File: config.mk
export PLATFORM = sky130hd
export DESIGN_NAME = rom_dl_router
export DESIGN_NICKNAME = d
export VERILOG_FILES = /design/src/rtl/rom_dl_pkg.sv /design/src/rtl/rom_dl_remap.sv /design/src/rtl/rom_dl_router.sv
export SDC_FILE = /design/constraint.sdc
export NUM_CORES = 1
export LEC_CHECK = 0
export CAP_MARGIN = 10
export CORE_MARGIN = 2
export CORE_UTILIZATION = 50
export DETAILED_ROUTE_END_ITERATION = 8
export GPL_TIMING_DRIVEN = 0
export PLACE_DENSITY = 0.77
export SETUP_SLACK_MARGIN = 0.4
export SLEW_MARGIN = 0
export SYNTH_ARGS = -nofsm -noshare
export SYNTH_HDL_FRONTEND = slang
export SYNTH_SLANG_ARGS = --single-unit
File: constraint.sdc
create_clock -name clk_sys -period 5.37 [get_ports clk_sys]
set_input_delay 1.611 -clock clk_sys [delete_from_list [all_inputs] [get_ports clk_sys]]
set_output_delay 1.611 -clock clk_sys [all_outputs]
set_load 0.02 [all_outputs]
File: src/rtl/rom_dl_pkg.sv
// Shared types for the ROM download router: FSM states and the registered remap result.
package rom_dl_pkg;

    localparam int RD_NREG_MAX = 8;
    localparam int RD_ADDR_MAX = 32;

    typedef enum logic {
        ST_IDLE = 1'b0,
        ST_WAIT = 1'b1
    } state_t;

    // Word address is carried at full width and trimmed to SAW where it is used.
    typedef struct packed {
        logic                   vld;
        logic [2:0]             region;
        logic                   port;
        logic [RD_ADDR_MAX-1:0] a;
        logic [1:0]             ds;
    } remap_t;

endpackage

File: src/rtl/rom_dl_remap.sv
// Combinational region select and byte-to-SDRAM-word mapping for one ioctl byte address.
module rom_dl_remap
    import rom_dl_pkg::*;
#(
    parameter int                  NREG       = 2,
    parameter int                  AW         = 25,
    parameter int                  SAW        = 23,
    parameter logic [NREG*AW-1:0]  REG_BASE   = {25'h0C000, 25'h00000},
    parameter logic [NREG*SAW-1:0] REG_SDBASE = {23'h0, 23'h0},
    parameter logic [NREG-1:0]     REG_PORT   = 2'b10,
    parameter logic [NREG-1:0]     REG_MERGE  = 2'b10,
    parameter int                  MERGE_BIT  = 14
) (
    input  logic [AW-1:0] addr_i,
    output remap_t        map_o
);

    localparam int SW = (NREG > 1) ? $clog2(NREG) : 1;
    localparam logic [AW-1:0] LANE_MASK = {AW{1'b1}} >> (AW - MERGE_BIT);

    if (NREG < 1 || NREG > RD_NREG_MAX) begin : g_bad_nreg
        $error("rom_dl_remap: NREG out of range");
    end

    logic          hit_w;
    logic [SW-1:0] sel_w;
    logic [AW-1:0] off_w;
    logic [AW-1:0] merged_w;
    logic [SAW-1:0] lin_w;
    logic [SAW-1:0] word_w;

    // Bases ascend with index, so the last match is the highest region.
    always_comb begin
        hit_w = 1'b0;
        sel_w = '0;
        for (int i = 0; i < NREG; i++) begin
            if (addr_i >= REG_BASE[i*AW +: AW]) begin
                hit_w = 1'b1;
                sel_w = SW'(i);
            end
        end
    end

    assign off_w    = addr_i - REG_BASE[sel_w*AW +: AW];
    // Merge mode squeezes the lane bit out of the offset.
    assign merged_w = ((off_w >> (MERGE_BIT + 1)) << MERGE_BIT) | (off_w & LANE_MASK);
    assign lin_w    = REG_MERGE[sel_w] ? SAW'(merged_w) : SAW'(off_w >> 1);
    assign word_w   = REG_SDBASE[sel_w*SAW +: SAW] + lin_w;

    always_comb begin
        map_o        = '0;
        map_o.vld    = hit_w;
        map_o.region = 3'(sel_w);
        map_o.port   = REG_PORT[sel_w];
        map_o.a      = RD_ADDR_MAX'(word_w);
        map_o.ds     = REG_MERGE[sel_w] ? {~off_w[MERGE_BIT], off_w[MERGE_BIT]}
                                        : {off_w[0], ~off_w[0]};
    end

endmodule

File: src/rtl/rom_dl_router.sv
// ROM download router: data_io byte stream to two toggle-handshake SDRAM ports, plus load/reset control.
// Optional running checksum of one region is enabled by defining ROM_DL_CHECKSUM_EN.
module rom_dl_router
    import rom_dl_pkg::*;
#(
    parameter int                  NREG       = 2,
    parameter int                  AW         = 25,
    parameter int                  SAW        = 23,
    parameter logic [NREG*AW-1:0]  REG_BASE   = {25'h0C000, 25'h00000},
    parameter logic [NREG*SAW-1:0] REG_SDBASE = {23'h0, 23'h0},
    parameter logic [NREG-1:0]     REG_PORT   = 2'b10,
    parameter logic [NREG-1:0]     REG_MERGE  = 2'b10,
    parameter int                  MERGE_BIT  = 14,
    parameter logic [7:0]          IDX        = 8'd0,
    parameter int                  RST_HOLD   = 16
) (
    input  logic           clk_sys,
    input  logic           reset,
    input  logic           ioctl_downl,
    input  logic [7:0]     ioctl_index,
    input  logic           ioctl_wr,
    input  logic [AW-1:0]  ioctl_addr,
    input  logic [7:0]     ioctl_dout,
    input  logic           user_reset,
    output logic           port1_req,
    input  logic           port1_ack,
    output logic [SAW-1:0] port1_a,
    output logic [1:0]     port1_ds,
    output logic [15:0]    port1_d,
    output logic           port1_we,
    output logic           port2_req,
    input  logic           port2_ack,
    output logic [SAW-1:0] port2_a,
    output logic [1:0]     port2_ds,
    output logic [15:0]    port2_d,
    output logic           port2_we,
    output logic           rom_loaded,
    output logic           core_reset_n,
    output logic           overflow,
    output logic           busy
`ifdef ROM_DL_CHECKSUM_EN
    ,
    input  logic [2:0]     region_sel_ck,
    output logic [15:0]    checksum
`endif
);

    localparam int HW = (RST_HOLD > 0) ? $clog2(RST_HOLD + 1) : 1;

    remap_t map_w;

    rom_dl_remap #(
        .NREG      (NREG),
        .AW        (AW),
        .SAW       (SAW),
        .REG_BASE  (REG_BASE),
        .REG_SDBASE(REG_SDBASE),
        .REG_PORT  (REG_PORT),
        .REG_MERGE (REG_MERGE),
        .MERGE_BIT (MERGE_BIT)
    ) u_remap (
        .addr_i(ioctl_addr),
        .map_o (map_w)
    );

    state_t state_q, state_d;
    logic   wr_q, downl_q;
    logic   acc_q, acc_d;
    remap_t acc_map_q, acc_map_d;
    logic [7:0] acc_dat_q, acc_dat_d;
    logic   buf_vld_q, buf_vld_d;
    remap_t buf_map_q, buf_map_d;
    logic [7:0] buf_dat_q, buf_dat_d;
    logic   sel_q, sel_d;

    // Index 0 is port1, index 1 is port2.
    logic [1:0]           req_q, req_d;
    logic [1:0][SAW-1:0]  a_q, a_d;
    logic [1:0][1:0]      ds_q, ds_d;
    logic [1:0][15:0]     d_q, d_d;
    logic [1:0]           we_q, we_d;
    logic [1:0]           ack_w;

    logic          ovf_q, ovf_d;
    logic          done_q, done_d;
    logic          loaded_q, loaded_d;
    logic [HW-1:0] hold_q, hold_d;

    logic   wr_edge_w, dl_rise_w, dl_fall_w, hold_cond_w;
    logic   issue_w;
    remap_t iss_map_w;
    logic [7:0] iss_dat_w;

    assign ack_w     = {port2_ack, port1_ack};
    assign wr_edge_w = ioctl_wr & ~wr_q;
    assign dl_rise_w = ioctl_downl & ~downl_q;
    assign dl_fall_w = ~ioctl_downl & downl_q;

    assign acc_d     = wr_edge_w & ioctl_downl & (ioctl_index == IDX) & map_w.vld;
    assign acc_map_d = map_w;
    assign acc_dat_d = ioctl_dout;

    always_comb begin
        state_d   = state_q;
        buf_vld_d = buf_vld_q;
        buf_map_d = buf_map_q;
        buf_dat_d = buf_dat_q;
        sel_d     = sel_q;
        req_d     = req_q;
        a_d       = a_q;
        ds_d      = ds_q;
        d_d       = d_q;
        we_d      = we_q;
        ovf_d     = ovf_q;
        issue_w   = 1'b0;
        iss_map_w = acc_map_q;
        iss_dat_w = acc_dat_q;

        unique case (state_q)
            ST_IDLE: begin
                if (buf_vld_q) begin
                    // Buffered byte goes first; a same-cycle accept takes its slot.
                    issue_w   = 1'b1;
                    iss_map_w = buf_map_q;
                    iss_dat_w = buf_dat_q;
                    buf_vld_d = acc_q;
                    buf_map_d = acc_map_q;
                    buf_dat_d = acc_dat_q;
                end else if (acc_q) begin
                    issue_w = 1'b1;
                end
            end
            ST_WAIT: begin
                if (ack_w[sel_q] == req_q[sel_q]) begin
                    state_d = ST_IDLE;
                end
                if (acc_q) begin
                    if (!buf_vld_q) begin
                        buf_vld_d = 1'b1;
                        buf_map_d = acc_map_q;
                        buf_dat_d = acc_dat_q;
                    end else begin
                        ovf_d = 1'b1;
                    end
                end
            end
            default: state_d = ST_IDLE;
        endcase

        if (issue_w) begin
            state_d                = ST_WAIT;
            sel_d                  = iss_map_w.port;
            req_d[iss_map_w.port]  = ~req_q[iss_map_w.port];
            a_d[iss_map_w.port]    = iss_map_w.a[SAW-1:0];
            ds_d[iss_map_w.port]   = iss_map_w.ds;
            d_d[iss_map_w.port]    = {iss_dat_w, iss_dat_w};
            we_d[iss_map_w.port]   = ioctl_downl;
        end
    end

    assign busy = (state_q != ST_IDLE) | buf_vld_q;

    // Core stays in reset until loaded, then for RST_HOLD quiet cycles after any hold condition.
    assign hold_cond_w = user_reset | ~loaded_q | ioctl_downl;

    always_comb begin
        done_d = done_q;
        if (dl_rise_w) begin
            done_d = 1'b0;
        end else if (dl_fall_w) begin
            done_d = 1'b1;
        end
        loaded_d = loaded_q | (done_q & ~busy & ~acc_q);
        if (hold_cond_w) begin
            hold_d = HW'(RST_HOLD);
        end else if (hold_q != '0) begin
            hold_d = hold_q - HW'(1);
        end else begin
            hold_d = hold_q;
        end
    end

    always_ff @(posedge clk_sys) begin
        if (!reset) begin
            state_q   <= ST_IDLE;
            wr_q      <= 1'b0;
            downl_q   <= 1'b0;
            acc_q     <= 1'b0;
            acc_map_q <= '0;
            acc_dat_q <= '0;
            buf_vld_q <= 1'b0;
            buf_map_q <= '0;
            buf_dat_q <= '0;
            sel_q     <= 1'b0;
            req_q     <= '0;
            a_q       <= '0;
            ds_q      <= '0;
            d_q       <= '0;
            we_q      <= '0;
            ovf_q     <= 1'b0;
            done_q    <= 1'b0;
            loaded_q  <= 1'b0;
            hold_q    <= HW'(RST_HOLD);
        end else begin
            state_q   <= state_d;
            wr_q      <= ioctl_wr;
            downl_q   <= ioctl_downl;
            acc_q     <= acc_d;
            acc_map_q <= acc_map_d;
            acc_dat_q <= acc_dat_d;
            buf_vld_q <= buf_vld_d;
            buf_map_q <= buf_map_d;
            buf_dat_q <= buf_dat_d;
            sel_q     <= sel_d;
            req_q     <= req_d;
            a_q       <= a_d;
            ds_q      <= ds_d;
            d_q       <= d_d;
            we_q      <= we_d;
            ovf_q     <= ovf_d;
            done_q    <= done_d;
            loaded_q  <= loaded_d;
            hold_q    <= hold_d;
        end
    end

    assign port1_req    = req_q[0];
    assign port1_a      = a_q[0];
    assign port1_ds     = ds_q[0];
    assign port1_d      = d_q[0];
    assign port1_we     = we_q[0];
    assign port2_req    = req_q[1];
    assign port2_a      = a_q[1];
    assign port2_ds     = ds_q[1];
    assign port2_d      = d_q[1];
    assign port2_we     = we_q[1];
    assign rom_loaded   = loaded_q;
    assign overflow     = ovf_q;
    assign core_reset_n = ~(hold_cond_w | (hold_q != '0));

    logic map_unused;
    assign map_unused = ^{iss_map_w.vld, iss_map_w.region, iss_map_w.a >> SAW};

`ifdef ROM_DL_CHECKSUM_EN
    logic [15:0] ck_q, ck_d;

    // Dropped bytes are still summed: the sum follows the accept, not the issue.
    always_comb begin
        ck_d = ck_q;
        if (dl_rise_w) begin
            ck_d = '0;
        end else if (acc_q && (acc_map_q.region == region_sel_ck)) begin
            ck_d = ck_q + {8'h00, acc_dat_q};
        end
    end

    always_ff @(posedge clk_sys) begin
        if (!reset) begin
            ck_q <= '0;
        end else begin
            ck_q <= ck_d;
        end
    end

    assign checksum = ck_q;
`endif

endmodule
After elaboration in Yosys (flattened, before gate mapping)
Index checks and enable logic that the tools add are counted.
- flip-flop bits (word level): 192
- bits of input ports: 48
- output and inout port bits: 90
- word-level logic and storage cells: 125
- $add $sub $neg: 3
- multipliers: 2
- magnitude comparators: 6
- equality and inequality tests: 3
- shift-type cells: 2
- mux-type cells: 45
- bitwise logic cells: 26
- reductions and logical operators: 7
- operators by type and width (kind ; count):
    $mux W39 ; 3
    $pmux W39 S2 ; 1
    $shiftx A50 B7 Y24 const A ; 1
    $bwmux W46 ; 1
    $mux W23 ; 2
    $shiftx A46 B7 Y23 const A ; 1
    $mux W35 ; 1
    $bwmux W32 ; 1
    $mux W8 ; 4
    $ge A25 B1 Y1 const B ; 1
    $ge A25 B16 Y1 const B ; 1
    $sub A24 B24 Y24 ; 1
    $add A23 B23 Y23 ; 1
    $demux W23 S1 ; 1
    $or A23 B14 Y23 ; 1
    $mux W1 ; 20
    $demux W16 S1 ; 1
    $mux W16 ; 1
    $pmux W8 S2 ; 1
    $mul A1 B5 Y6 const B ; 2
    $not A1 Y1 ; 12
    $and A1 B1 Y1 ; 8
    $logic_not A8 Y1 ; 1
    $lt A1 B2 Y1 const B ; 3
    other kinds (17) ; 24

Longest topological paths before layout
- word-level depth: 8
- gate-level depth with buffers: 7
- gate-level depth less buffers: 5

Modules after synthesis
A second synthesis with hierarchy kept.
- cell total of the unflattened synthesis: 620
- area total of the unflattened synthesis: 6152.2 um2
- by module, submodules not included (module ; instances ; cells each ; area each (um2) ; sequential area each (um2)):
    rom_dl_router ; 1 ; 552 ; 5547.8 ; 3042.9
    rom_dl_remap ; 1 ; 68 ; 604.3 ; 0.0

Worst setup path before layout
Ideal clock, no wire load.
- path type: input to output
- start: input ioctl_downl
- end: output core_reset_n
- arrival time: 2.224 ns
- required time: 3.759 ns
- slack: 1.535 ns
- cell stages on the path: 2
- buffers on the path: 0
- path through: nor3b_1 -> nor2b_1
- cells in the longest elaborated chain, start to end: 3
- RTL lines (element ; line ; RTL):
    start, declared ; rom_dl_router.sv:19 ; input logic ioctl_downl,
    $or A1 B1 Y1 ; rom_dl_router.sv:164 ; assign hold_cond_w = user_reset | ~loaded_q | ioctl_downl;
    $or A1 B1 Y1 ; rom_dl_router.sv:239 ; assign core_reset_n = ~(hold_cond_w | (hold_q != '0));
    $not A1 Y1 ; rom_dl_router.sv:239 ;
    end, declared ; rom_dl_router.sv:38 ; output logic core_reset_n,
No other way between the ends.

Final worst setup path
Same ends and word-level chain as after synthesis.

==> results.md <==
* DR vias at 5178
* Number of synthesized flops with an enable pin at 0
* Slowest cell on crit path: clkdlybuf4s50_1
* HPWL Detailed at 11.1 mm
* Avg Cell Area, Syn at 9.19 µm²
* Synth Net Count at 702
* CP Max Fanout at 6
* Worst path cell trace: clkdlybuf4s50_1 > nor3b_2 > nor2b_1 > clkdlybuf4s50_1
* Ys async rst share at 0%
* Overflow after GRT at 0
* Max Cap Viol at 0
* Share of total power in the clock network at 50.0%
* WHS at 0.448 ns
* Critical path's most frequent cell: clkdlybuf4s50_1
* Leak Pwr at 0.00306 µW
* RSZ-0062 raised after global routing: false
* NetSw at 531 µW
* Pint at 2010 µW
* Chip width at 114 µm
* Crit path DAT at 3.20 ns
* H-tree Lvls at 4
* Placeable Area at 11900 µm²
* Root Buffer: clkbuf_16
* Ranking of synthesized cells by area: dfxtp_1, a211oi_2, nand2_1
* Placer Congestion at 0.869
* Area Overhead vs Synth at 36.3%
* Slew headroom at 48.2%
* Critical Path Max Stage Delay at 0.62 ns
* WL per Instance at 15.7 µm
* Worst-path clk slew at 0.06 ns
* Utilization after layout at 68.9%
* Leading register cell type out of synthesis: dfxtp_1
* Share of cells above drive strength 1 at 13.1%
* Switching Fraction at 20.9%
* Filler Cells Inserted at 923
* Initial antenna violation count at 0
* Cell count after placement at 935
* Post-CTS Hold Buffers at 0
* Fin cells at 966
* Worst R2R Path Depth at 6
* Setup TNS at 0 ns
* Final worst path period share at 89.6%
* Cells after synthesis at 653
* First DRT Iteration DRCs at 325
* Final setup violation count at 0
* Comb pwr share at 4.6%
* Clock latency on the worst-skew pair at 0.42 ns
* Layout net count at 856
* First-pass GRT wire length at 24.7 mm
* Peak supply drop at 0.000198 V
* Vias in the first global route at 5132
* TritonCTS Buffers at 17
* Worst Hold Class: reg2reg
* Fmax at 0.208 GHz
* Io pins at 138
* PortBufs at 135
* Worst Skew at 0.00506 ns
* Final ANT Viol Nets at 0
* # diodes at 0
* CP Capture Type: primary output
* Synthesized area at 6000 µm²
* Reg power frac at 45.4%
* Synth Register Bits at 152
* Worst slew pin tran at 0.776 ns
* Largest net degree at the start of global routing at 17
* Die area at 12900 µm²
* Hold path cells at 2
* Initial Util at 50.6%
* Status: finished, final reports clean
* Yosys top cell area share at 50.7%
* Die span in y at 114 µm
* Final Hold Vio Count at 0
* Final slew viol count at 0
* First-pass DRT Iterations at 5
* Distinct cells, synth at 44
* Row cnt at 40
* CP required at 3.76 ns
* PD cells at 311 nW/µm²
* Synth warnings at 0
* Crit path kind: in2out
* CTS Sinks at 152
* TritonCTS clock tree: yes
* Clock Tree Buf Depth at 2
* Minimum clock period at 4.81 ns
* Total power at 2540 µW
* Sequential area share after synthesis at 50.7%
* Global Route Usage Sum at 24.3%
* Critical Path Source Type: input port
* Post-route DRC at 0
* Leading area contributor after synthesis: dfxtp_1
* Routed WL at 15.1 mm
* DR vias/cell at 5.36
## critical path, delay by kind of cell
| kind | cells | cell delay, ns |
|---|---|---|
| buffers and inverters | 2 | 1.15 |
| and+or+nand+nor | 2 | 0.44 |
## flip-flops by register name, indices dropped and copies added (netlist names)
| name | count |
|---|---|
| buf_dat_q | 8 |
| wr_q | 1 |
| acc_map_q | 26 |
| port1_ds | 2 |
| rom_loaded | 1 |
| port1_d | 8 |
| acc_q | 1 |
| port2_a | 23 |
| acc_dat_q | 8 |
| port1_a | 23 |
| hold_q | 5 |
| done_q | 1 |
| we_q | 2 |
| downl_q | 1 |
| port2_d | 8 |
| req_q | 2 |
| buf_vld_q | 1 |
| port2_ds | 2 |
| state_q | 1 |
| overflow | 1 |
| buf_map_q | 26 |
| sel_q | 1 |
## cell usage after synthesis (2+ instances only)
master / instances
dfxtp_1: 152
nand2_1: 102
nor2_1: 89
a21oi_1: 42
mux2i_1: 37
a211oi_1: 34
a211oi_2: 33
clkbuf_1: 26
buf_4: 19
o21ai_0: 18
nand3_1: 17
and2_1: 13
buf_2: 13
xnor2_1: 5
buf_6: 4
inv_1: 4
nor4_1: 4
buf_1: 3
nand2b_1: 3
nand3b_1: 3
o21a_1: 3
o22ai_1: 3
a31oi_1: 2
nor2b_1: 2
nor3_1: 2
o31ai_1: 2
## per-stage QoR
stage          cell area (µm²)  setup WS [ns]
4_1_cts                   8170          0.468
3_5_place_dp              7540          0.485
2_1_floorplan             6000           1.53
6_report                  8180          0.558
5_1_grt                   8180          0.445
3_3_place_gp              7540          0.519
## power by group through the flow
stage / Combinational [µW] / Clock, µW / Sequential, µW
2_1_floorplan: 55.4 / 0 / 1180
3_3_place_gp: 114 / 0 / 1180
3_5_place_dp: 117 / 0 / 1180
4_1_cts: 117 / 1280 / 1150
5_1_grt: 129 / 1330 / 1150
6_report: 118 / 1270 / 1150
## layout by cell type (no fill, tap or decap), types with 2 or more instances in the layout
cell type	netlist	final
nand2b_1	3	3
clkbuf_8	0	3
clkinvlp_4	0	3
nand2_1	102	102
o21ai_0	18	18
bufinv_16	0	4
o22ai_1	3	3
buf_2	13	13
nand3b_1	3	3
xnor2_1	5	5
clkinv_2	0	2
a211oi_1	34	34
buf_6	4	4
nor2_1	89	89
inv_1	4	4
nor4_1	4	4
clkbuf_1	26	26
buf_1	3	3
a21oi_1	42	42
o31ai_1	2	2
a31oi_1	2	2
dfxtp_1	152	152
mux2i_1	37	37
clkbuf_16	0	17
and2_1	13	13
nor2b_1	2	2
o21a_1	3	3
clkdlybuf4s50_1	0	135
a211oi_2	33	33
buf_4	19	19
nand3_1	17	17
nor3_1	2	2
## area by class of cell
type                       count  area (µm²)  share of cell area (%)
multi-input combinational    431        2580                    31.6
inverter                       5        18.8                   0.229
sequential                   152        3040                    37.2
buffer                        65         362                    4.42
tap                          147         184                    2.25
clock buffer                  20         467                    5.71
timing repair buffer         135        1350                    16.5
clock inverter                11         170                    2.08
## metal layers
metal / part of all wire [%] / global-route usage (%) / routed length, µm / vias to the layer above
li1: - / - / - / 2544
met4: 3.0 / 12.0 / 459 / 0
met3: 5.5 / 4.46 / 836 / 39
met5: 0 / 0 / 0 / -
met2: 49 / 41.3 / 7390 / 170
met1: 43 / 29.9 / 6440 / 2425
## repair_timing
item,4_1_cts,5_1_grt
buffers inserted,0,0
hold endpoints to repair,0,0
setup endpoints to repair,0,1
gates resized for setup,0,1
## kinds of logic (layout without fill, tap and decap cells)
kind of cell               Yosys count  after routing  share of synthesized area (%)
and+or+nand+nor                    245            245                           17.6
adders and majority gates            1              1                          0.208
buffers and inverters               70            236                           6.34
DFF                                152            152                           50.7
xor gates and xnor gates             5              5                          0.730
AOI/OAI and AO/OA                  142            142                           18.1
muxes                               38             38                           6.36
## path summary, 6_finish.rpt
kind,startpoint,to,slack (ns)
max,ioctl_downl,core_reset_n,0.56
min,buf_dat_q[6]$_SDFFE_PN0P_,buf_dat_q[6]$_SDFFE_PN0P_,0.45
max reg2reg,state_q$_SDFF_PN0_,buf_map_q[21]$_SDFFE_PN0P_,3.37
min reg2reg,buf_dat_q[6]$_SDFFE_PN0P_,buf_dat_q[6]$_SDFFE_PN0P_,0.45
No activity file was read; power rests on OpenSTA's default activity.
